==> src/rtl/parity_arbiter.sv <==
// Round-robin arbiter sharing one parity tree among NumReq valid/ready requesters.
// One result register holds the granted word, its index and parity until consumed.
module parity_arbiter #(
  parameter  int Width  = 16,
  parameter  int NumReq = 4,
  localparam int IdW    = $clog2(NumReq)
) (
  input  logic                    clk,
  input  logic                    rst,
  input  logic                    cfg_odd,
  input  logic [NumReq-1:0]       req_valid,
  input  logic [NumReq*Width-1:0] req_data,
  output logic [NumReq-1:0]       req_ready,
  output logic                    res_valid,
  input  logic                    res_ready,
  output logic [IdW-1:0]          res_id,
  output logic [Width-1:0]        res_data,
  output logic                    res_parity,
  output logic [15:0]             grant_cnt
);

  typedef enum logic {
    EMPTY = 1'b0,
    FULL  = 1'b1
  } state_e;

  state_e           r_state;
  state_e           w_state_nxt;
  logic [IdW-1:0]   r_ptr;
  logic [IdW-1:0]   r_id;
  logic [Width-1:0] r_data;
  logic             r_parity;
  logic [15:0]      r_grant_cnt;

  logic [IdW-1:0]   w_grant;
  logic [IdW-1:0]   w_idx;
  logic             w_grant_vld;
  logic             w_can_accept;
  logic             w_xfer;
  logic [Width-1:0] w_word;

  // Scan from the highest offset down so the lowest offset from r_ptr wins.
  always_comb begin
    // NOTE: every always_comb output gets a default first so no path infers a latch.
    w_grant_vld = 1'b0;
    w_grant     = '0;
    w_idx       = '0;
    for (int i = NumReq - 1; i >= 0; i--) begin
      w_idx = IdW'((int'(r_ptr) + i) % NumReq);
      if (req_valid[w_idx]) begin
        w_grant_vld = 1'b1;
        w_grant     = w_idx;
      end
    end
  end

  assign w_can_accept = (r_state == EMPTY) || res_ready;
  assign w_xfer       = w_grant_vld && w_can_accept && !rst;
  assign w_word       = req_data[w_grant*Width +: Width];

  // State register.
  always_ff @(posedge clk) begin
    // NOTE: sequential state uses non-blocking assignments only.
    if (rst) r_state <= EMPTY;
    else     r_state <= w_state_nxt;
  end

  // Next-state logic.
  always_comb begin
    w_state_nxt = r_state;
    case (r_state)
      EMPTY:   if (w_xfer) w_state_nxt = FULL;
      FULL:    if (w_xfer) w_state_nxt = FULL;
               else if (res_ready) w_state_nxt = EMPTY;
      default: w_state_nxt = EMPTY;
    endcase
  end

  // Result payload, priority pointer and transfer counter move only on a transfer.
  always_ff @(posedge clk) begin
    if (rst) begin
      r_ptr       <= '0;
      r_id        <= '0;
      r_data      <= '0;
      r_parity    <= 1'b0;
      r_grant_cnt <= '0;
    end else if (w_xfer) begin
      r_ptr       <= (w_grant == IdW'(NumReq - 1)) ? '0 : w_grant + 1'b1;
      r_id        <= w_grant;
      r_data      <= w_word;
      r_parity    <= (^w_word) ^ cfg_odd;
      r_grant_cnt <= r_grant_cnt + 16'd1;
    end
  end

  // Output logic.
  always_comb begin
    req_ready = '0;
    if (w_xfer) req_ready[w_grant] = 1'b1;
  end

  assign res_valid  = (r_state == FULL);
  assign res_id     = r_id;
  assign res_data   = r_data;
  assign res_parity = r_parity;
  assign grant_cnt  = r_grant_cnt;

endmodule
==> config.mk <==
export PLATFORM = sky130hd
export DESIGN_NAME = parity_arbiter
export DESIGN_NICKNAME = d
export VERILOG_FILES = /design/src/rtl/parity_arbiter.sv
export SDC_FILE = /design/constraint.sdc
export NUM_CORES = 1
export LEC_CHECK = 0
export CAP_MARGIN = 20
export CORE_MARGIN = 3
export CORE_UTILIZATION = 55
export CTS_BUF_LIST = sky130_fd_sc_hd__clkbuf_8
export CTS_CLUSTER_DIAMETER = 30
export DETAILED_ROUTE_END_ITERATION = 8
export DONT_BUFFER_PORTS = 1
export PLACE_DENSITY = 0.79
export SYNTH_ARGS = -nofsm -noshare
export SYNTH_HDL_FRONTEND = slang
export SYNTH_SLANG_ARGS = --single-unit
==> constraint.sdc <==
create_clock -name clk -period 6 [get_ports clk]
set_input_delay 0.3 -clock clk [delete_from_list [all_inputs] [get_ports clk]]
set_output_delay 0.3 -clock clk [all_outputs]
set_load 0.03 [all_outputs]
* After elaboration in Yosys (flattened, before gate mapping)
Index checks and enable logic that the tools add are counted.
** Operators by class
- Add/sub/neg operators :: 5
- Order comparisons :: 6
- Eq/ne operators :: 1
- Shift-type cells :: 1
- Multiplexer cells :: 24
- Bitwise gates (word level) :: 2
- Reduce and logical (&&, ||, !) cells :: 6
** Operators by type and width (count)
- 64-bit by 7-bit indexed part select with 16-bit output :: 1
- 16-bit by 1-bit adder with 16-bit output, second input constant :: 1
- 16-bit parity :: 1
- 2-bit by 3-bit < comparator with 1-bit output, second input constant :: 5
- 1-bit two-way mux :: 12
- 2-bit two-way mux :: 5
- 1-bit binary-select mux with 2-bit select :: 4
- 2-bit by 1-bit adder with 2-bit output, second input constant :: 2
- 2-bit adder, second input constant :: 2
- 4-bit two-way mux :: 1
- 1-bit logical AND :: 3
- 1-bit demux with 2-bit select :: 1
- 2-bit == test, second input constant :: 1
- 2-bit by 1-bit >= comparator with 1-bit output, second input constant :: 1
- 1-bit case mux with 2 select lines :: 1
- 1-bit logical NOT :: 1
- 1-bit logical OR :: 1
- 1-bit NOT :: 1
- 1-bit XOR :: 1
** Word-level totals
- Register bits after elaboration :: 38
- Output and inout port bits :: 40
- Word-level logic and storage cells :: 51

* Longest topological paths before layout
Gate-level depths: netlist (run 1).
- Word-level depth :: 12
- Depth in mapped cells :: 13
- Gate-level depth less buffers :: 10

* Least setup slack after synthesis (run 1)
Ideal clock, no wire load.
- Path kind :: reg2reg
- From :: register r_ptr[1]
- To :: register r_parity, in the netlist res_parity
- Arrival :: 2486 ps
- Setup slack :: 3390 ps
- Stages on the path, launching flop included :: 10
- Buffers on the path :: 0
- Clock period less this slack :: 2610 ps
- Cell sequence :: dfxtp_1 -> mux2i_1 -> nor2_1 -> a311oi_4 -> mux2_2 -> xnor2_1 -> xnor2_1 -> xnor3_1 -> xnor2_1 -> o21ai_1
** On the way
- Longest elaborated chain between the ends :: 10
** RTL lines
- start, declared :: line 29 : logic [IdW-1:0] r_ptr;
- start signal, assigned :: line 88 : r_ptr <= (w_grant == IdW'(NumReq - 1)) ? '0 : w_grant + 1'b1;
- 2-bit adder :: line 49 : w_idx = IdW'((int'(r_ptr) + i) % NumReq);
- 1-bit binary-select mux with 2-bit select :: line 50 : if (req_valid[w_idx]) begin
- 1-bit two-way mux (not written as such) :: line 50
- 2-bit two-way mux (4 in series) :: line 50
- 64-bit by 7-bit indexed part select with 16-bit output :: line 59 : assign w_word = req_data[w_grant*Width +: Width];
- 16-bit parity :: line 91 : r_parity <= (^w_word) ^ cfg_odd;
- 1-bit XOR :: line 91
- end signal, assigned :: line 91
- end, declared :: line 32 : logic r_parity;
Several ways; a longest one is shown, not always the timed one. The select of a mux whose other input is x is not followed.
A chain may end at the register's enable or synchronous reset.

* Final worst setup path (run 1)
Same ends and word-level chain as after synthesis.

==> results by group, run 1 <==
Worst setup path
  • Worst r2r dst: res_parity
  • FF-to-FF Start: r_ptr[1]
  • Worst R2R Setup Slack: 3190 ps
  • Worst Path Arrival: 2980 ps
  • Worst EP required: 6160 ps
  • CP endpoint kind: flop
  • CP max FO: 19
  • Setup CP Type: flop to flop
  • Worst r2r path cells: 10
  • Critical Path Start Type: flop
  • Critical path launch point: r_ptr[1]

Layout
  • Layout area overhead: 2.568%
  • Final Cell Area: 2399 um2
  • Final #Nets: 322
  • Share of cells above drive strength 1: 11.89%
  • Multi-input gate area: 1448 um2
  • Register area: 760.7 um2
  • Ant diodes: 0
  • Filler Cell Count: 368

Synth
  • EDFF count, synth: 0
  • Synth cell count leaders: 38 x dfxtp_1, 31 x mux2i_1, 23 x o21ai_0
  • Adder-Cell Fraction of Synth Area: 2.675%
  • Yosys cell types: 32
  • YS warnings: 0
  • Top-count cell post-synth: dfxtp_1
  • Simple-gate share of the synthesized area: 17.92%
  • Largest cells by area after synthesis: dfxtp_1 33%, mux2i_1 13%, mux2_2 7.2%, nand3b_1 6.4%, xnor2_1 5.2%
  • Synthesized area: 2338 um2
  • Largest family of logic cells by synthesized area: multiplexers
  • Syn Area/Cell: 9.354 um2
  • Post-synthesis mux area share: 21.13%
  • Total nets after synthesis: 327
  • Yosys top cell area share: 32.53%
  • Async set or reset register ratio after synthesis: 0%
  • Gate Count Post-Synth: 250
  • Seq/Total Area, Yosys: 32.53%
  • Post-synth top flop: dfxtp_1
  • Synth Register Bits: 38
  • Synth Area in Compound Gates: 10.27%
  • Xor/xnor share of the synthesized area: 9.898%
  • Cell taking the most area after synthesis: dfxtp_1

Floorplanning
  • Core area: 4058 um2
  • Die ar.: 5070 um2
  • Starting density of the core: 57.63%
  • Site row count: 23
  • Die width: 71.21 um
  • IO Pins: 112
  • Vert. Die Dim: 71.21 um

GRT
  • First-pass GRT wire length: 7.486 mm
  • GRT Total Usage: 18.37%
  • Vias in the first global route: 1,633
  • Initial antenna violation count: 0
  • Largest net degree at the start of global routing: 44
  • Global route total overflow: 0

Power
  • Maximum VDD drop: 0.1555 mV
  • Leakage: 0.8908 nW
  • Power per cell area: 342.6 nW/um2
  • Total Power: 0.8217 mW

CTS
  • Post-CTS sizing: 0
  • CTS root buffer: clkbuf_8
  • H-tree depth: 2
  • Worst-path clk slew: 70 ps
  • Clock Sinks: 38
  • Post-CTS Hold Buffers: 0
  • Clock tree buffer depth: 2
  • Clock latency at the later pin of the worst-skew pair: 280 ps
  • Setup Fix Bufs, Post-CTS: 0
  • Inserted Clock Buffers: 5
  • TritonCTS clock tree: built

Timing
  • FMAX: 355.4 MHz
  • Max-slew headroom: 60.57%
  • Smallest hold slack: 85.75 ps
  • Endpoints failing setup: 0
  • Final critical-path required period: 2814 ps
  • Slew @ Worst Pin: 591.4 ps
  • Worst Clk Skew: 2.712 ps
  • Slew Viols, Final: 0
  • Final hold viol count: 0
  • RSZ-0062 raised after global routing: no
  • Setup_tns: 0 ps
  • Setup WS post-layout: 3186 ps
  • Final period utilization: 46.90%

Drt
  • Initial DRC Count: 55
  • Number of remaining DRC errors: 0
  • Routed Antenna Nets: 0
  • Post-Route WL: 4.696 mm
  • Routed wire per std cell: 15.97 um
  • DR vias/cell: 5.922
  • Vias: 1,741
  • Drt pass-1 iters: 4

Place
  • Dpl hpwl: 3.418 mm
  • Placement Cell Area: 2316 um2
  • PortBufs: 0
  • Routability Congestion: 0.7161
  • Dpl ws: 3166 ps

Min path
  • Min-Delay Endpoint: res_valid
  • Hold WC Path Type: primary input to flop
  • Hold depth: 1
  • Hold_sp: rst

Flow run
  • MaxCap Viol Count: 0

Run status
  • Status: finished, final reports clean
## sequential cells by signal, indices dropped and copies added, names as in the netlist
register    flops
grant_cnt      16
r_ptr           2
res_valid       1
res_data       16
res_parity      1
res_id          2
## final cells by class
type	count	area share (%)
sequential	38	31.72
timing repair buffer	3	0.9390
tap	50	2.608
multi-input combinational	191	60.35
clock buffer	6	3.443
inverter	6	0.9390
## kinds of logic (layout without fill, tap and decap cells)
| logic type | after synthesis | count (layout) |
|---|---|---|
| buf+inv | 21 | 15 |
| flops | 38 | 38 |
| simple gates | 75 | 75 |
| mux | 47 | 47 |
| compound gates | 40 | 40 |
| fa+ha+maj | 5 | 5 |
| xor+xnor | 24 | 24 |
## report_power, final
group | internal (mW) | switching (mW)
clock | 0.0885 | 0.0797
combinational | 0.162 | 0.132
sequential | 0.282 | 0.0767
## worst max-delay path, stage by stage (launching register included)
cell and delay [ps]:
dfxtp_1 480, mux2i_1 220, nor2_1 80, a311oi_4 240, buf_4 300, mux2_2 390
xnor2_1 220, xnor2_1 150, xnor3_1 420, xnor2_1 150, o21ai_1 70
## layout by cell type, fill, tap and decap left out, drive strengths merged, types with 5 or more instances in the layout
master and instances:
mux2 16, dfxtp 38, nand3b 20, clkbuf 6, or3 7, mux2i 31
o21ai 27, inv 6, ha 5, nand2 15, xnor2 14, a21oi 11
xor2 9, nor2 13
## per-stage QoR
| stage | cells | util [%] |
|---|---|---|
| 4_1_cts | 294 | 59.11 |
| 3_5_place_dp | 288 | 57.08 |
| 3_3_place_gp | 288 | 57.08 |
| 5_1_grt | 294 | 59.11 |
| 6_report | 294 | 59.11 |
| 2_1_floorplan | 250 | - |
## worst max path at each step
stage,end,slack [ps],cells past startpoint
floorplan,res_parity,3390,9
global route,res_parity,2940,10
detailed placement,res_parity,3170,10
finish,res_parity,3190,10
global placement,res_parity,3240,10
CTS,res_parity,3150,10
## per-layer routing
metal | global-route usage, % | share of wire [%]
met3 | 6.960 | 10
met1 | 22.54 | 43
met4 | 7.098 | 1.0
met2 | 29.08 | 46
met5 | 0 | 0
No activity file was read; power rests on OpenSTA's default activity.
==> run 2, diff against run 1 <==
- clock period: 6 -> 2.7 ns (I/O delays scaled with it)
==> results by group, run 2 (synthesis results as in run 1) <==
GRT
  • First-pass GRT wire length: 7.728 mm
  • Initial antenna violation count: 0
  • Global route total overflow: 0
  • Largest net degree at the start of global routing: 43
  • GRT Total Usage: 18.74%
  • Vias in the first global route: 1,649

Power
  • Power per cell area: 797.1 nW/um2
  • Leakage: 1.032 nW
  • Maximum VDD drop: 0.3995 mV

Worst setup path
  • CP endpoint kind: flop
  • CP max FO: 6
  • Worst Path Arrival: 2790 ps
  • Setup CP Type: flop to flop
  • Worst r2r path cells: 11
  • Worst R2R Setup Slack: 70 ps
  • Critical Path Start Type: flop
  • Critical path launch point: r_ptr[1]
  • FF-to-FF Start: r_ptr[1]
  • Worst EP required: 2860 ps

Layout
  • Layout Utilization: 65.25%
  • Layout area overhead: 13.22%
  • Filler Cell Count: 335
  • Final #Nets: 335
  • Ant diodes: 0
  • Most common cell after layout, fill and taps aside: dfxtp_1
  • Most frequent cells in the layout: 37 x dfxtp_1, 31 x mux2i_1, 23 x o21ai_0
  • Share of cells above drive strength 1: 20.54%
  • Non-filler cells, final: 308

CTS
  • Clock latency at the later pin of the worst-skew pair: 280 ps
  • Clock Sinks: 38
  • Clock tree buffer depth: 2
  • Worst-path clk slew: 70 ps
  • Inserted Clock Buffers: 5
  • H-tree depth: 2
  • CTS root buffer: clkbuf_8
  • TritonCTS clock tree: built

Min path
  • Hold_sp: rst
  • Hold WC Path Type: primary input to flop
  • Hold depth: 2

Floorplanning
  • Die ar.: 5070 um2
  • Vert. Die Dim: 71.21 um
  • Core area: 4058 um2
  • Die width: 71.21 um
  • IO Pins: 112
  • Starting density of the core: 57.63%
  • Site row count: 23

Drt
  • Routed wire per std cell: 17.25 um
  • Number of remaining DRC errors: 0
  • DR vias/cell: 6.003
  • Initial DRC Count: 71
  • Vias: 1,849
  • Drt pass-1 iters: 4
  • Routed Antenna Nets: 0
  • Post-Route WL: 5.314 mm

Run status
  • Status: finished, final reports clean

Timing
  • Worst Clk Skew: 3.148 ps
  • FMAX: 380.6 MHz
  • Max-slew headroom: 54.09%
  • Endpoints failing setup: 0
  • Slew @ Worst Pin: 686.4 ps
  • Final period utilization: 97.32%
  • Slew Viols, Final: 0
  • Final hold viol count: 0
  • Final critical-path required period: 2628 ps
  • RSZ-0062 raised after global routing: yes

Place
  • Placed cell count: 291
  • Routability Congestion: 0.7577
  • Dpl hpwl: 3.469 mm
  • PortBufs: 0

Flow run
  • MaxCap Viol Count: 0
==> run 2: cell count changes in the layout (fill, tap and decap cells not counted), moves of 2 or more <==
cell	change
mux2_4	+4
xnor2_2	+7
mux2_2	-4
buf_4	+8
xnor2_1	-7
a21oi_2	+2
a21oi_1	-2
==> run 2: routing by layer <==
layer / up-vias / part of all wire, % / track usage, %
met2: 82 / 47 / 29.18
li1: 899 / - / -
met3: 6 / 9.0 / 7.244
met5: - / 0 / 0
met4: 0 / 0.88 / 5.010
met1: 862 / 43 / 24.25
==> run 2: power by group <==
part	total, mW	switching [mW]	internal (mW)
combinational	0.823	0.360	0.463
sequential	0.797	0.169	0.629
clock	0.490	0.194	0.296
==> run 2: final timing paths <==
| check | to |
|---|---|
| worst max-delay path | res_parity |
| worst min-delay path | r_ptr[1] |
| worst min register to register | r_ptr[0] |
| worst max register to register | res_parity |
==> run 2: what timing repair did <==
action | in CTS | in global routing
buffers inserted | 0 | 7
endpoints found under the setup margin | 0 | 1
gates resized for setup | 0 | 21
hold buffers | 1 | 0
endpoints found under the hold margin | 18 | 0
==> run 2: final cells by class <==
type,count,area (um2),share of cell area [%]
timing repair buffer,14,127.6,4.820
sequential,38,764.5,28.88
tap,50,62.56,2.363
multi-input combinational,193,1558,58.84
inverter,6,22.52,0.8507
clock inverter,1,30.03,1.134
clock buffer,6,82.58,3.119
==> run 2: stage by stage <==
stage / total power [mW] / area, um2 / worst slack, ps / hold slack [ps] / setup TNS (ps)
final: 2.110 / 2648 / 72.39 / 18.38 / 0
after global routing: 2.226 / 2648 / -61.38 / 6.830 / -61.38
after global placement: 1.479 / 2351 / 137.1 / 210.2 / 0
after CTS: 1.995 / 2474 / 55.63 / 7.848 / 0
after floorplan: 1.423 / 2338 / 89.75 / 356.2 / 0
after detailed placement: 1.497 / 2351 / 78.96 / 212.6 / 0
==> run 2: critical path: stages, from the launching register on <==
cell and delay, ps:
dfxtp_4 370, mux2i_1 210, nor2_1 90, a311oi_4 250, buf_12 160, buf_8 100, mux2_4 310, xnor2_2 140
xnor2_1 200, xnor3_1 440, xnor2_1 160, o21ai_1 70
